`src/rtl/uart_pkg.sv`:
```
// Shared UART constants and FSM state encoding for the 9600-baud TX/RX pair.
package uart_pkg;

  localparam int unsigned CLKS_PER_BIT_9600 = 5208;
  localparam int unsigned BAUD_CNT_W        = 13;
  localparam int unsigned FRAME_BITS        = 10;

  typedef enum logic [1:0] {
    IDLE  = 2'd0,
    START = 2'd1,
    DATA  = 2'd2,
    STOP  = 2'd3
  } uart_state_e;

endpackage

```
`src/rtl/uart_tx_fifo.sv`:
```
// Small synchronous byte FIFO: registered pointers/count, head shown on dout.
module uart_tx_fifo #(
  parameter int unsigned DEPTH = 4,
  parameter int unsigned WIDTH = 8
) (
  input  logic                     clk,
  input  logic                     rst,
  input  logic                     push,
  input  logic                     pop,
  input  logic [WIDTH-1:0]         din,
  output logic [WIDTH-1:0]         dout,
  output logic [$clog2(DEPTH):0]   count,
  output logic                     full,
  output logic                     empty
);

  localparam int unsigned PTR_W = $clog2(DEPTH);
  localparam int unsigned CNT_W = $clog2(DEPTH) + 1;

  logic [WIDTH-1:0] mem_q [DEPTH];
  logic [PTR_W-1:0] wr_ptr_q;
  logic [PTR_W-1:0] rd_ptr_q;
  logic [CNT_W-1:0] count_q;
  logic             do_push;
  logic             do_pop;

  assign full    = (count_q == CNT_W'(DEPTH));
  assign empty   = (count_q == '0);
  assign do_push = push && !full;
  assign do_pop  = pop && !empty;
  assign dout    = mem_q[rd_ptr_q];
  assign count   = count_q;

  // Pointer and occupancy bookkeeping; pointers wrap naturally (DEPTH is 2^n).
  always_ff @(posedge clk) begin
    if (rst) begin
      wr_ptr_q <= '0;
      rd_ptr_q <= '0;
      count_q  <= '0;
    end else begin
      if (do_push) wr_ptr_q <= wr_ptr_q + PTR_W'(1);
      if (do_pop)  rd_ptr_q <= rd_ptr_q + PTR_W'(1);
      if (do_push && !do_pop) begin
        count_q <= count_q + CNT_W'(1);
      end else if (!do_push && do_pop) begin
        count_q <= count_q - CNT_W'(1);
      end
    end
  end

  // Storage array; contents need no reset since count gates visibility.
  always_ff @(posedge clk) begin
    if (!rst && do_push) mem_q[wr_ptr_q] <= din;
  end

endmodule

```
`src/rtl/uart_tx_9600.sv`:
```
// 8N1 UART transmitter: valid/ready byte intake into a FIFO, registered serial line.
module uart_tx_9600
  import uart_pkg::*;
#(
  parameter int unsigned CLKS_PER_BIT = CLKS_PER_BIT_9600,
  parameter int unsigned FIFO_DEPTH   = 4
) (
  input  logic                          clk,
  input  logic                          rst,
  input  logic [7:0]                    tx_data,
  input  logic                          tx_valid,
  output logic                          tx_ready,
  output logic                          tx,
  output logic                          tx_busy,
  output logic [$clog2(FIFO_DEPTH):0]   fifo_count
);

  localparam logic [BAUD_CNT_W-1:0] BIT_END = BAUD_CNT_W'(CLKS_PER_BIT - 1);

  uart_state_e           state_q, state_d;
  logic [BAUD_CNT_W-1:0] baud_q, baud_d;
  logic [2:0]            bit_q, bit_d;
  logic [7:0]            shift_q, shift_d;
  logic                  tx_q, tx_d;
  logic                  push_c;
  logic                  pop_c;
  logic                  bit_end_c;
  logic [7:0]            fifo_dout;
  logic                  fifo_full;
  logic                  fifo_empty;

  assign push_c    = tx_valid && !fifo_full;
  assign bit_end_c = (baud_q == BIT_END);
  assign tx_ready  = !fifo_full;
  assign tx_busy   = (state_q != IDLE) || !fifo_empty;
  assign tx        = tx_q;

  uart_tx_fifo #(
    .DEPTH (FIFO_DEPTH),
    .WIDTH (8)
  ) u_fifo (
    .clk   (clk),
    .rst   (rst),
    .push  (push_c),
    .pop   (pop_c),
    .din   (tx_data),
    .dout  (fifo_dout),
    .count (fifo_count),
    .full  (fifo_full),
    .empty (fifo_empty)
  );

  // State, baud counter, bit index, shift register and line register.
  always_ff @(posedge clk) begin
    if (rst) begin
      state_q <= IDLE;
      baud_q  <= '0;
      bit_q   <= '0;
      shift_q <= '0;
      tx_q    <= 1'b1;
    end else begin
      state_q <= state_d;
      baud_q  <= baud_d;
      bit_q   <= bit_d;
      shift_q <= shift_d;
      tx_q    <= tx_d;
    end
  end

  // Frame sequencing; the line value is derived from the next state so tx stays registered.
  always_comb begin
    state_d = state_q;
    baud_d  = baud_q;
    bit_d   = bit_q;
    shift_d = shift_q;
    pop_c   = 1'b0;
    tx_d    = 1'b1;

    case (state_q)
      IDLE: begin
        baud_d = '0;
        if (!fifo_empty) begin
          pop_c   = 1'b1;
          shift_d = fifo_dout;
          bit_d   = '0;
          state_d = START;
        end
      end
      START: begin
        if (bit_end_c) begin
          baud_d  = '0;
          bit_d   = '0;
          state_d = DATA;
        end else begin
          baud_d = baud_q + BAUD_CNT_W'(1);
        end
      end
      DATA: begin
        if (bit_end_c) begin
          baud_d  = '0;
          shift_d = {1'b0, shift_q[7:1]};
          bit_d   = bit_q + 3'd1;
          if (bit_q == 3'd7) state_d = STOP;
        end else begin
          baud_d = baud_q + BAUD_CNT_W'(1);
        end
      end
      STOP: begin
        if (bit_end_c) begin
          baud_d = '0;
          if (!fifo_empty) begin
            // Chain straight into the next start bit with no idle gap.
            pop_c   = 1'b1;
            shift_d = fifo_dout;
            bit_d   = '0;
            state_d = START;
          end else begin
            state_d = IDLE;
          end
        end else begin
          baud_d = baud_q + BAUD_CNT_W'(1);
        end
      end
      default: state_d = IDLE;
    endcase

    case (state_d)
      START:   tx_d = 1'b0;
      DATA:    tx_d = shift_d[0];
      default: tx_d = 1'b1;
    endcase
  end

endmodule

```
`config.mk`:
```
export PLATFORM = sky130hd
export DESIGN_NAME = uart_tx_9600
export DESIGN_NICKNAME = d
export VERILOG_FILES = /design/src/rtl/uart_pkg.sv /design/src/rtl/uart_tx_fifo.sv /design/src/rtl/uart_tx_9600.sv
export SDC_FILE = /design/constraint.sdc
export NUM_CORES = 1
export LEC_CHECK = 0
export BUFFER_PORTS_ARGS = -buffer_cell sky130_fd_sc_hd__clkbuf_2
export CELL_PAD_IN_SITES_DETAIL_PLACEMENT = 0
export CELL_PAD_IN_SITES_GLOBAL_PLACEMENT = 1
export CORE_UTILIZATION = 45
export DETAILED_ROUTE_END_ITERATION = 12
export PLACE_DENSITY_LB_ADDON = 0.15
export SYNTH_ARGS = -nofsm -noshare
export SYNTH_HDL_FRONTEND = slang
export SYNTH_SLANG_ARGS = --single-unit
```
`constraint.sdc`:
```
create_clock -name clk -period 4.65 [get_ports clk]
set_input_delay 0.2325 -clock clk [delete_from_list [all_inputs] [get_ports clk]]
set_output_delay 0.2325 -clock clk [all_outputs]
set_load 0.03 [all_outputs]
```
* Word level (Yosys, flattened, before mapping)
Memories as Yosys holds them, arrays and structs flattened. A register that Yosys moved wholly into a read port is not among the register bits.
Cells that the tools add are included.
** Operators by class
- Multiply operators :: 0
- $lt $le $gt $ge :: 0
- Shift operators :: 0
- $add $sub $neg :: 6
- Bitwise operators :: 0
- Equal/unequal tests :: 11
- Mux-type cells :: 28
- Reduce and logical (&&, ||, !) cells :: 20
- Div/mod/pow operators :: 0
** Operators by type and width (count)
- one-hot mux 13 bit (2 select lines) :: 1
- 2-to-1 mux 8 bit :: 3
- one-hot mux 8 bit (3 select lines) :: 1
- 2-to-1 mux 3 bit :: 6
- 2-to-1 mux 2 bit :: 7
- adder 13 x 1 -> 13 bit (second input constant) :: 1
- == test 13 bit (second input constant) :: 1
- 2-to-1 mux 13 bit :: 1
- one-hot mux 3 bit (4 select lines) :: 1
- one-hot mux 2 bit (4 select lines) :: 1
- adder 3 x 1 -> 3 bit (second input constant) :: 2
- == test 2 bit (second input constant) :: 3
- == test 3 bit (second input constant) :: 2
- logical AND 1 bit :: 6
- inequality test 2 bit (second input constant) :: 3
- AND reduction 3 bit :: 2
- zero test 1 bit :: 5
- 2-to-1 mux 1 bit :: 5
- adder 2 x 1 -> 2 bit (second input constant) :: 2
- == test 2 x 1 -> 1 bit (second input constant) :: 2
- one-hot mux 1 bit (2 select lines) :: 2
- nonzero test 2 bit :: 2
- zero test 3 bit :: 1
- nonzero test 3 bit :: 1
- 4 further kinds :: 4
** Word-level totals
- Memory bits (read-only) :: 0
- Output and inout bits :: 6
- Bits in latches :: 0
- Memory bits (writable) :: 32
- Bits in registers :: 34
- Memories kept :: 1
** Memories
- u_fifo.mem_q :: words 4, width 8, rd ports 1, clocked after Yosys merged registers in 1, wr ports 1, RTL line uart_tx_fifo.sv:20 : logic [WIDTH-1:0] mem_q [DEPTH];

* Longest topological paths before layout
Gate-level depths: netlist (run 1).
- Depth after elaboration :: 8
- Gate-level depth with buffers :: 10
- Mapped depth without buffers :: 10

* Cells and area by module
Synthesis (run 1) repeated with hierarchy kept, for this count alone.
** Second synthesis, totals
- Cells, all modules :: 264
- Area, all modules :: 3119.2 um^2
** By module, submodules not included
- uart_tx_fifo :: area each 1637.8 um^2, cells an instance 91, instances 1, sequential area each 1141.1 um^2
- uart_tx_9600 :: area each 1481.4 um^2, cells an instance 173, instances 1, sequential area each 540.5 um^2

* Least setup slack after synthesis (run 1)
Ideal clock, no wire load.
- Kind :: register to register
- From :: reg u_fifo.count_q[1] (netlist: u_fifo.count[1])
- To :: reg u_fifo.count_q[2] (netlist: u_fifo.count[2])
- Period minus slack after synthesis :: 2.377 ns
- Stages on the path, launching flop included :: 11
- Setup slack :: 2.273 ns
- Required time :: 4.576 ns
- Buffers on the path :: 0
- Arrival :: 2.303 ns
- Path through :: dfxtp_1 nor2_1 nand2_1 nand2_1 inv_1 ha_1 inv_1 fa_1 xor2_1 or3_1 a21oi_1
** Between the ends
- Elaborated cells on any way between the ends :: 19
- Classes of those cells :: add/sub: 2; eq/ne: 1; mux: 5; reduce/logical: 11
** RTL lines
- start, declared :: RTL line uart_tx_fifo.sv:23 : logic [CNT_W-1:0] count_q;
- start signal, assigned :: RTL line uart_tx_fifo.sv:44 : count_q <= count_q + CNT_W'(1);
- start signal, assigned :: RTL line uart_tx_fifo.sv:46 : count_q <= count_q - CNT_W'(1);
- == test 3 bit (*) :: RTL line uart_tx_fifo.sv:27 : assign full = (count_q == CNT_W'(DEPTH));
- zero test 1 bit (*)
- net tx_ready :: RTL line uart_tx_9600.sv:12 : output logic tx_ready,
- logical AND 1 bit :: RTL line uart_tx_9600.sv:32 : assign push_c = tx_valid && !fifo_full;
- logical AND 1 bit (*) :: RTL line uart_tx_fifo.sv:29 : assign do_push = push && !full;
- net u_fifo.do_push :: RTL line uart_tx_fifo.sv:24 : logic do_push;
- zero test 1 bit :: RTL line uart_tx_fifo.sv:45 : end else if (!do_push && do_pop) begin
- logical AND 1 bit :: RTL line uart_tx_fifo.sv:45
- nonzero test 2 bit (no source line)
The timed path passes the listed nets; every way through them passes the cells marked *. The select of a mux whose other input is x is not followed.
A chain may end at the register's enable or synchronous reset.

* Final worst setup path (run 1)
- From :: reg u_fifo.count_q[0] (netlist: u_fifo.count[0])
- To :: reg u_fifo.count_q[2] (netlist: u_fifo.count[2])
** Between the ends
- Cells in the longest elaborated chain, start to end :: 8
- Elaborated cells on any way between the ends :: 19
- Classes of those cells :: add/sub: 2; eq/ne: 1; mux: 5; reduce/logical: 11
** Ends and longest elaborated chain
- zero test 3 bit :: RTL line uart_tx_fifo.sv:28 : assign empty = (count_q == '0);
- 2-to-1 mux 1 bit :: RTL line uart_tx_9600.sv:82, uart_tx_9600.sv:111
- 2-to-1 mux 1 bit :: RTL line uart_tx_9600.sv:109 : if (bit_end_c) begin
- one-hot mux 1 bit (2 select lines) :: RTL line uart_tx_9600.sv:79 : case (state_q)
- logical AND 1 bit :: RTL line uart_tx_fifo.sv:30 : assign do_pop = pop && !empty;
- zero test 1 bit :: RTL line uart_tx_fifo.sv:43 : if (do_push && !do_pop) begin
- logical AND 1 bit :: RTL line uart_tx_fifo.sv:43
- 2-to-1 mux 3 bit / nonzero test 2 bit (equally long branches)
Several ways; a longest one is shown, not always the timed one. The select of a mux whose other input is x is not followed.

==> results.sh, run 1 <==
export IMPL_outcome="finished, final reports clean"
export IMPL_grt_use_met3=0.0510
export IMPL_ioPinCount=17
export IMPL_areaGrowthSynthToFinish_pct=10.7
export IMPL_drv_cap=0
export IMPL_gr_max_usage_layer="met2"
export IMPL_tightest_slew_ns=0.797
export IMPL_ys_warn_count=0
export IMPL_crit_path_end_kind="flip-flop"
export IMPL_relSlewSlack=0.465
export IMPL_hp_class="input port to flip-flop"
export IMPL_drive_above_1_share=0.183
export IMPL_required_ns=4.92
export IMPL_grtUsageMet2=0.263
export IMPL_nets=299
export IMPL_clock_path_buffers=2
export IMPL_cts_hold_buf=0
export IMPL_synth_nets=282
export IMPL_via_per_inst=5.16
export IMPL_drtIter0Drc=105
export IMPL_io_buffers=16
export IMPL_die_w_um=85.8
export IMPL_r2r_cells=8
export IMPL_rsz0062_at_grt="no"
export IMPL_seq_area_frac_synth=0.532
export IMPL_cts_buffers=9
export IMPL_synth_top_area_cell="edfxtp_1"
export IMPL_crit_type="flip-flop to flip-flop"
export IMPL_ys_flop_type="dfxtp_1"
export IMPL_use_met1=0.234
export IMPL_powerDensity_nw_per_um2=550
export IMPL_ys_top_cells_by_area="edfxtp_1, dfxtp_1, mux4_2"
export IMPL_grt_max_degree=26
export IMPL_cts_tree="done"
export IMPL_std_cell_rows=30
export IMPL_die_area_um2=7370
export IMPL_grt_ovfl_total=0
export IMPL_synth_avg_cell_area_um2=12.4
export IMPL_worstSetupStartpointType="flip-flop"
export IMPL_hp_start="tx_data[3]"
export IMPL_cp_arrival_ns=2.87
export IMPL_routabilityCongestion=0.751
export IMPL_holdPathEnd="u_fifo.mem_q[2][3]"
export IMPL_dieHeight_um=85.8
export IMPL_synth_most_common_cell="dfxtp_1"
export IMPL_track_usage=0.173
export IMPL_ys_ff_latch=68
export IMPL_totalWireLength_um=5610
export IMPL_synth_area_um2=3160
export IMPL_ff2ff_setup_slack_ns=2.05
export IMPL_synthArstFlopShare=0
export IMPL_hold_viol=0
export IMPL_fin_skew_ns=0.00917
export IMPL_vias=1930
export IMPL_max_vdd_ir_drop_mv=0.279
export IMPL_hold_depth=1
export IMPL_drtPass1Iterations=4
export IMPL_layout_min_cycle_time_ns=2.60
export IMPL_p_leak_uw=0.00129
export IMPL_cts_root_buf="clkbuf_8"
export IMPL_synth_common_cells="dfxtp_1, nor2_1, edfxtp_1"
export IMPL_final_util=0.515
export IMPL_cts_max_level=3
export IMPL_timing_fmax_mhz=385
export IMPL_slew_violations=0
export IMPL_diodes=0
export IMPL_drtAntennaViolNets=0
export IMPL_syn_inst=256
export IMPL_synth_distinct_cells=47
export IMPL_final_setup_tns_ns=0
export IMPL_antenna_found_initial=0
export IMPL_avgRoutedWirePerCell_um=15.0
export IMPL_cts_resized=0
export IMPL_insertion_delay_ns=0.35
export IMPL_hpwl_um=3840
export IMPL_drcViolationCount=0
export IMPL_period_share=0.559
export IMPL_finalSetupViolCount=0
export IMPL_synth_edf_count=32
export IMPL_initial_core_util=0.466
export IMPL_r2r_end="u_fifo.count[2]"
export IMPL_cts_sinks=68
export IMPL_grt_pass1_wl_um=9560
export IMPL_grt_pass1_vias=1905
export IMPL_reg2reg_from="u_fifo.count[0]"
export IMPL_postCtsSetupBuffers=0
export IMPL_core_area_um2=6790
export IMPL_worst_path_max_fanout=7
export IMPL_path_clk_slew_ns=0.08
export IMPL_synth_top_area_frac=0.304
-- cell families after synthesis --
logic type,count (synthesis),synth area share
AND/OR/NAND/NOR,81,0.131
AO/OA/AOI/OAI,39,0.112
buffers and inverters,20,0.0328
XOR/XNOR,16,0.0443
flip-flops,68,0.532
adder cells (fa/ha/maj),15,0.0617
multiplexers,17,0.0870
-- area by class of cell --
cell class	instances	area, µm²
clock buffer	9	124
clock inverter	7	81.3
fill	630	3290
inverter	10	37.5
multi-input combinational	168	1380
sequential	68	1680
tap	96	120
timing repair buffer	16	80.1
-- report_power, final --
part / internal, µW / switching [µW] / total, µW / leakage, µW
combinational: 281 / 360 / 641 / 0.000604
sequential: 709 / 71.1 / 780 / 0.000584
clock: 256 / 249 / 505 / 0.000101
total: 1250 / 680 / 1930 / 0.00129
-- worst max-delay path, cell delays in order (launching register included) --
cell     delay, ns
dfxtp_1       0.38
nor3_1        0.68
a211o_1       0.24
ha_1          0.21
inv_1         0.06
fa_1          0.37
xor2_1        0.15
or3_1         0.30
a21oi_1       0.13
-- routing by layer --
layer | wire [µm] | part of all wire | vias up
li1 | - | - | 978
met1 | 2820 | 0.50 | 916
met2 | 2500 | 0.45 | 27
met3 | 198 | 0.035 | 9
met4 | 97 | 0.017 | 0
met5 | 0 | 0 | -
-- state kept, by name, summed over array words and instances, names as in the netlist, named ones only --
name,flops
u_fifo.wr_ptr_q,2
state_q,2
baud_q,13
u_fifo.count,3
u_fifo.rd_ptr_q,2
bit_q,3
u_fifo.mem_q,32
tx,1
shift_q,8
-- cell usage in the layout, fill, tap and decap left out, types with 4 or more instances in the layout --
master / instances
clkbuf_2: 16
o21ai_0: 4
mux2i_1: 8
and2_1: 6
xnor2_1: 7
dfxtp_1: 36
nand3_1: 5
nor3_1: 5
inv_6: 4
clkbuf_8: 9
xor2_1: 9
ha_1: 14
inv_1: 10
nand2_1: 10
and3_1: 5
a21oi_1: 8
edfxtp_1: 32
nor2_1: 35
a2bb2oi_1: 7
mux4_2: 8
a2111oi_2: 4
-- stage by stage --
stage	total power [µW]	cell area (µm²)	setup slack, ns	cells	hold slack (ns)
3_5_place_dp	1440	3300	2.12	358	0.437
4_1_cts	1950	3500	2.05	374	0.0958
6_report	1930	3500	2.05	374	0.102
5_1_grt	2050	3500	1.87	374	0.0899
2_1_floorplan	1320	3160	2.27	256	0.301
3_3_place_gp	1440	3300	2.17	358	0.422
-- worst max-delay path by stage --
stage | from | to | slack, ns | cells past startpoint
floorplan | u_fifo.count[1] | u_fifo.count[2] | 2.27 | 10
CTS | u_fifo.count[0] | u_fifo.count[2] | 2.05 | 8
detailed placement | u_fifo.count[0] | u_fifo.count[2] | 2.12 | 8
global route | u_fifo.count[0] | u_fifo.count[2] | 1.87 | 8
finish | u_fifo.count[0] | u_fifo.count[2] | 2.05 | 8
global placement | u_fifo.count[0] | u_fifo.count[2] | 2.17 | 8
(Power assumes the default switching activity.)
==> run 2: changes to the inputs <==
Clock period 4.65 ns to 2.2 ns, I/O delays scaled along.
==> results.sh, run 2 (same netlist as run 1, synthesis figures left out) <==
export IMPL_outcome="finished, final reports clean"
export IMPL_crit_slowest_cell="dfxtp_4"
export IMPL_core_area_um2=6790
export IMPL_layout_commonest_cell="nor2_1"
export IMPL_finalSetupViolCount=0
export IMPL_crit_path_end_kind="flip-flop"
export IMPL_cp_arrival_ns=2.47
export IMPL_critPathMaxStageDelay_ns=0.37
export IMPL_crit_type="flip-flop to flip-flop"
export IMPL_final_cell_mix="nor2_1, edfxtp_1, dfxtp_1, buf_4, clkbuf_2"
export IMPL_drv_cap=0
export IMPL_multi_input_area_um2=1420
export IMPL_cts_tree="done"
export IMPL_hpwl_um=4010
export IMPL_placed_cell_area_um2=3520
export IMPL_powerDensity_nw_per_um2=1110
export IMPL_drtAntennaViolNets=0
export IMPL_drtIter0Drc=102
export IMPL_grt_max_degree=23
export IMPL_insertion_delay_ns=0.34
export IMPL_path_clk_slew_ns=0.08
export IMPL_track_usage=0.176
export IMPL_reg_largest_list="u_fifo.mem_q x32, baud_q x13, shift_q x8"
export IMPL_initial_core_util=0.466
export IMPL_totalWireLength_um=5770
export IMPL_worstSetupStartpointType="flip-flop"
export IMPL_timing_fmax_mhz=455
export IMPL_setup_slack_ns=0.00184
export IMPL_hold_viol=0
export IMPL_layout_min_cycle_time_ns=2.20
export IMPL_die_w_um=85.8
export IMPL_fin_area_um2=3870
export IMPL_cts_root_buf="clkbuf_8"
export IMPL_largest_register_ffs=32
export IMPL_n_fill_cell=565
export IMPL_grt_pass1_vias=2006
export IMPL_grt_pass1_wl_um=9780
export IMPL_max_vdd_ir_drop_mv=0.693
export IMPL_drtPass1Iterations=4
export IMPL_dieHeight_um=85.8
export IMPL_final_util=0.570
export IMPL_clock_path_buffers=2
export IMPL_cts_sinks=68
export IMPL_period_share=0.999
export IMPL_nets=337
export IMPL_hp_class="input port to flip-flop"
export IMPL_via_per_inst=5.02
export IMPL_cts_buffers=9
export IMPL_die_area_um2=7370
export IMPL_fin_hold_ws_ns=0.0237
export IMPL_relSlewSlack=0.646
export IMPL_drive_above_1_share=0.310
export IMPL_required_ns=2.47
export IMPL_diodes=0
export IMPL_std_cell_rows=30
export IMPL_p_leak_uw=0.00147
export IMPL_fin_skew_ns=0.00705
export IMPL_crit_chain="ha_4 > and3b_1 > nand4_1 > a211o_1 > ha_2 > inv_2 > fa_2 > xor2_1 > or3_1 > a21oi_1"
export IMPL_ioPinCount=17
export IMPL_vias=2068
export IMPL_io_buffers=16
export IMPL_worst_path_max_fanout=4
export IMPL_cts_max_level=3
export IMPL_tightest_slew_ns=0.531
export IMPL_antenna_found_initial=0
export IMPL_post_place_ws_ns=-0.0130
export IMPL_slew_violations=0
export IMPL_rsz0062_at_grt="yes"
export IMPL_avgRoutedWirePerCell_um=14.0
export IMPL_final_setup_tns_ns=0
export IMPL_regMostFlops="u_fifo.mem_q"
export IMPL_drcViolationCount=0
export IMPL_areaGrowthSynthToFinish_pct=22.4
export IMPL_register_area_um2=1700
export IMPL_routabilityCongestion=0.775
export IMPL_grt_ovfl_total=0
[run 2: cell types whose count changed in the layout (fill, tap and decap cells not counted), moves of 2 or more]
cell	before	now
buf_4	0	29
dfxtp_2	0	5
ha_2	0	2
ha_1	14	11
dfxtp_4	0	2
dfxtp_1	36	29
dlygate4sd3_1	0	8
[run 2: critical path, delay by kind of cell (launching register included)]
kind	cells	cell delay [ns]
AOI/OAI and AO/OA	2	0.31
xor gates and xnor gates	1	0.17
and+or+nand+nor	3	0.58
adders and majority gates	3	0.66
buffers and inverters	1	0.04
DFF	1	0.37
[run 2: layout make-up]
cell class,count,share of cell area
clock buffer,9,0.0320
clock inverter,7,0.0207
inverter,10,0.00970
multi-input combinational,168,0.366
sequential,68,0.438
tap,96,0.0310
timing repair buffer,54,0.103
[run 2: path summary, 6_finish.rpt]
path	start	end	slack, ns	cells past startpoint
setup / recovery	state_q[0]	u_fifo.count[2]	0.002	10
hold / removal	tx_valid	u_fifo.wr_ptr_q[1]	0.02	3
setup reg to reg	state_q[0]	u_fifo.count[2]	0.002	10
hold reg to reg	baud_q[0]	baud_q[0]	0.41	1
[run 2: repair_timing]
item	in CTS	in global routing
buffers inserted	1	4
resized for setup	6	5
hold buffers	8	0
hold endpoints to repair	32	0
pin swaps	6	7
endpoints found under the setup margin	1	8
[run 2: through the flow]
| step | instances | power (µW) |
|---|---|---|
| 5_1_grt | 412 | 4590 |
| 3_3_place_gp | 383 | 3160 |
| 2_1_floorplan | 256 | 2810 |
| 4_1_cts | 408 | 4260 |
| 3_5_place_dp | 383 | 3160 |
| 6_report | 412 | 4310 |
[run 2: where the power goes]
group          leakage [µW]  switching (µW)  internal, µW
logic              0.000788             835           781
clock network     0.0000973             516           539
registers          0.000587             131          1510
[run 2: metal layers]
metal | routed length [µm] | GRT usage
met1 | 2840 | 0.241
met2 | 2700 | 0.267
met3 | 199 | 0.0587
met4 | 36 | 0.0545
met5 | 0 | 0
==> run 3: changes to the inputs <==
Settings changed: CORE_ASPECT_RATIO set to 0.5, HOLD_SLACK_MARGIN set to 0.12.
==> results.sh, run 3 (same netlist as run 1, synthesis figures left out) <==
export IMPL_placed_cell_area_um2=3510
export IMPL_largest_register_ffs=32
export IMPL_drive_above_1_share=0.309
export IMPL_routabilityCongestion=0.804
export IMPL_cts_tree="done"
export IMPL_seqPwrFrac=0.366
export IMPL_dieHeight_um=61.3
export IMPL_reg_largest_list="u_fifo.mem_q x32, baud_q x13, shift_q x8"
export IMPL_hpwl_um=3900
export IMPL_r2r_cells=10
export IMPL_hp_class="flip-flop to flip-flop"
export IMPL_finalSetupViolCount=0
export IMPL_required_ns=2.46
export IMPL_worst_path_max_fanout=3
export IMPL_grt_pass1_wl_um=9470
export IMPL_tightest_slew_ns=0.507
export IMPL_grt_max_degree=20
export IMPL_r2r_end="u_fifo.count[2]"
export IMPL_p_comb_frac=0.349
export IMPL_outcome="finished, final reports clean"
export IMPL_fin_area_um2=3950
export IMPL_insertion_delay_ns=0.33
export IMPL_timing_fmax_mhz=464
export IMPL_hold_depth=2
export IMPL_die_area_um2=7390
export IMPL_drv_cap=0
export IMPL_crit_type="flip-flop to flip-flop"
export IMPL_vias=2116
export IMPL_crit_path_end_kind="flip-flop"
export IMPL_cts_root_buf="clkbuf_16"
export IMPL_track_usage=0.175
export IMPL_clock_power_share=0.285
export IMPL_clock_path_buffers=2
export IMPL_antenna_found_initial=0
export IMPL_initial_core_util=0.470
export IMPL_core_area_um2=6730
export IMPL_relSlewSlack=0.662
export IMPL_cts_buffers=9
export IMPL_powerDensity_nw_per_um2=1140
export IMPL_period_share=0.980
export IMPL_cp_arrival_ns=2.42
export IMPL_avgRoutedWirePerCell_um=14.4
export IMPL_std_cell_rows=21
export IMPL_drtAntennaViolNets=0
export IMPL_path_clk_slew_ns=0.06
export IMPL_worstSetupStartpointType="flip-flop"
export IMPL_p_int_uw=3000
export IMPL_cts_sinks=68
export IMPL_final_cell_mix="nor2_1, edfxtp_1, dfxtp_1, buf_4, clkbuf_2"
export IMPL_nets=338
export IMPL_p_leak_uw=0.00150
export IMPL_cts_max_level=3
export IMPL_drtPass1Iterations=4
export IMPL_grt_pass1_vias=1991
export IMPL_regMostFlops="u_fifo.mem_q"
export IMPL_reg2reg_from="state_q[0]"
export IMPL_diodes=0
export IMPL_layout_min_cycle_time_ns=2.16
export IMPL_dp_cells=379
export IMPL_rsz0062_at_grt="yes"
export IMPL_p_switching_uw=1480
export IMPL_fin_skew_ns=0.00655
export IMPL_fin_hold_ws_ns=0.524
export IMPL_stdcell_count=409
export IMPL_ioPinCount=17
export IMPL_via_per_inst=5.17
export IMPL_ff2ff_setup_slack_ns=0.04
export IMPL_hold_viol=0
export IMPL_slew_violations=0
export IMPL_hp_start="shift_q[7]"
export IMPL_max_vdd_ir_drop_mv=0.633
export IMPL_grt_ovfl_total=0
export IMPL_io_buffers=16
export IMPL_holdPathEnd="shift_q[7]"
export IMPL_drcViolationCount=0
export IMPL_layout_commonest_cell="nor2_1"
export IMPL_die_w_um=121
export IMPL_totalWireLength_um=5870
export IMPL_drtIter0Drc=75
export IMPL_power_switching_share=0.331
export IMPL_areaGrowthSynthToFinish_pct=24.7
-- run 3: cell count changes in the layout (fill, tap and decap cells not counted), sizes merged --
cell         delta
inv             -4
bufinv          -1
clkinvlp        -1
buf             -2
mux2            +1
dlygate4sd3     +2
clkinv          +6
-- run 3: power groups by stage --
stage	clock [µW]	combinational [µW]	sequential, µW
after floorplan	0	1130	1680
after global placement	0	1480	1650
after detailed placement	0	1510	1660
after CTS	1310	1530	1640
after global routing	1370	1720	1660
final	1280	1560	1640
-- run 3: area by class of cell --
cell class / instances / area, µm²
Sequential cell: 68 / 1690
Tap cell: 92 / 115
Fill cell: 559 / 2780
Clock inverter: 7 / 43.8
Clock buffer: 9 / 225
Multi-Input combinational cell: 169 / 1440
Inverter: 10 / 37.5
Timing Repair Buffer: 54 / 390
-- run 3: routing by layer --
layer / global-route usage / share of wire / vias up / routed length, µm
met5: 0 / 0 / - / 0
met4: 0.0582 / 0.011 / 0 / 66
met3: 0.0611 / 0.031 / 8 / 180
met2: 0.300 / 0.47 / 28 / 2740
met1: 0.214 / 0.49 / 1027 / 2880
li1: - / - / 1053 / -
-- run 3: worst max path at each step --
stage,from,to,slack (ns),depth (start not counted)
after global placement,state_q[0],u_fifo.count[2],0.04,10
after detailed placement,state_q[0],u_fifo.count[2],-0.03,10
final,state_q[0],u_fifo.count[2],0.04,10
after CTS,baud_q[0],u_fifo.count[2],0.01,10
after floorplan,state_q[1],u_fifo.count[2],0.03,10
after global routing,state_q[0],u_fifo.count[2],-0.07,10
-- run 3: worst max-delay path, cell delays in order (launching register included) --
cell	delay, ns
dfxtp_2	0.34
ha_4	0.16
and3b_1	0.17
nand4_1	0.13
a211o_1	0.17
ha_2	0.19
inv_2	0.04
fa_2	0.32
xor2_1	0.15
or3_1	0.30
a21oi_1	0.12
-- run 3: per-stage QoR --
step	worst slack [ns]	TNS, ns	utilization	total power, µW
6_report	0.0447	0	0.586	4480
5_1_grt	-0.0697	-0.123	0.586	4750
4_1_cts	0.0116	0	0.580	4480
3_5_place_dp	-0.0311	-0.0311	0.522	3170
3_3_place_gp	0.0375	0	0.522	3140
2_1_floorplan	0.0298	0	-	2810
-- run 3: what timing repair did --
action	in CTS	in global routing
setup endpoints to repair	1	10
pin swaps	4	5
cloned	0	1
buffers inserted	2	1
endpoints found under the hold margin	36	0
resized for setup	4	9
hold buffers	10	0
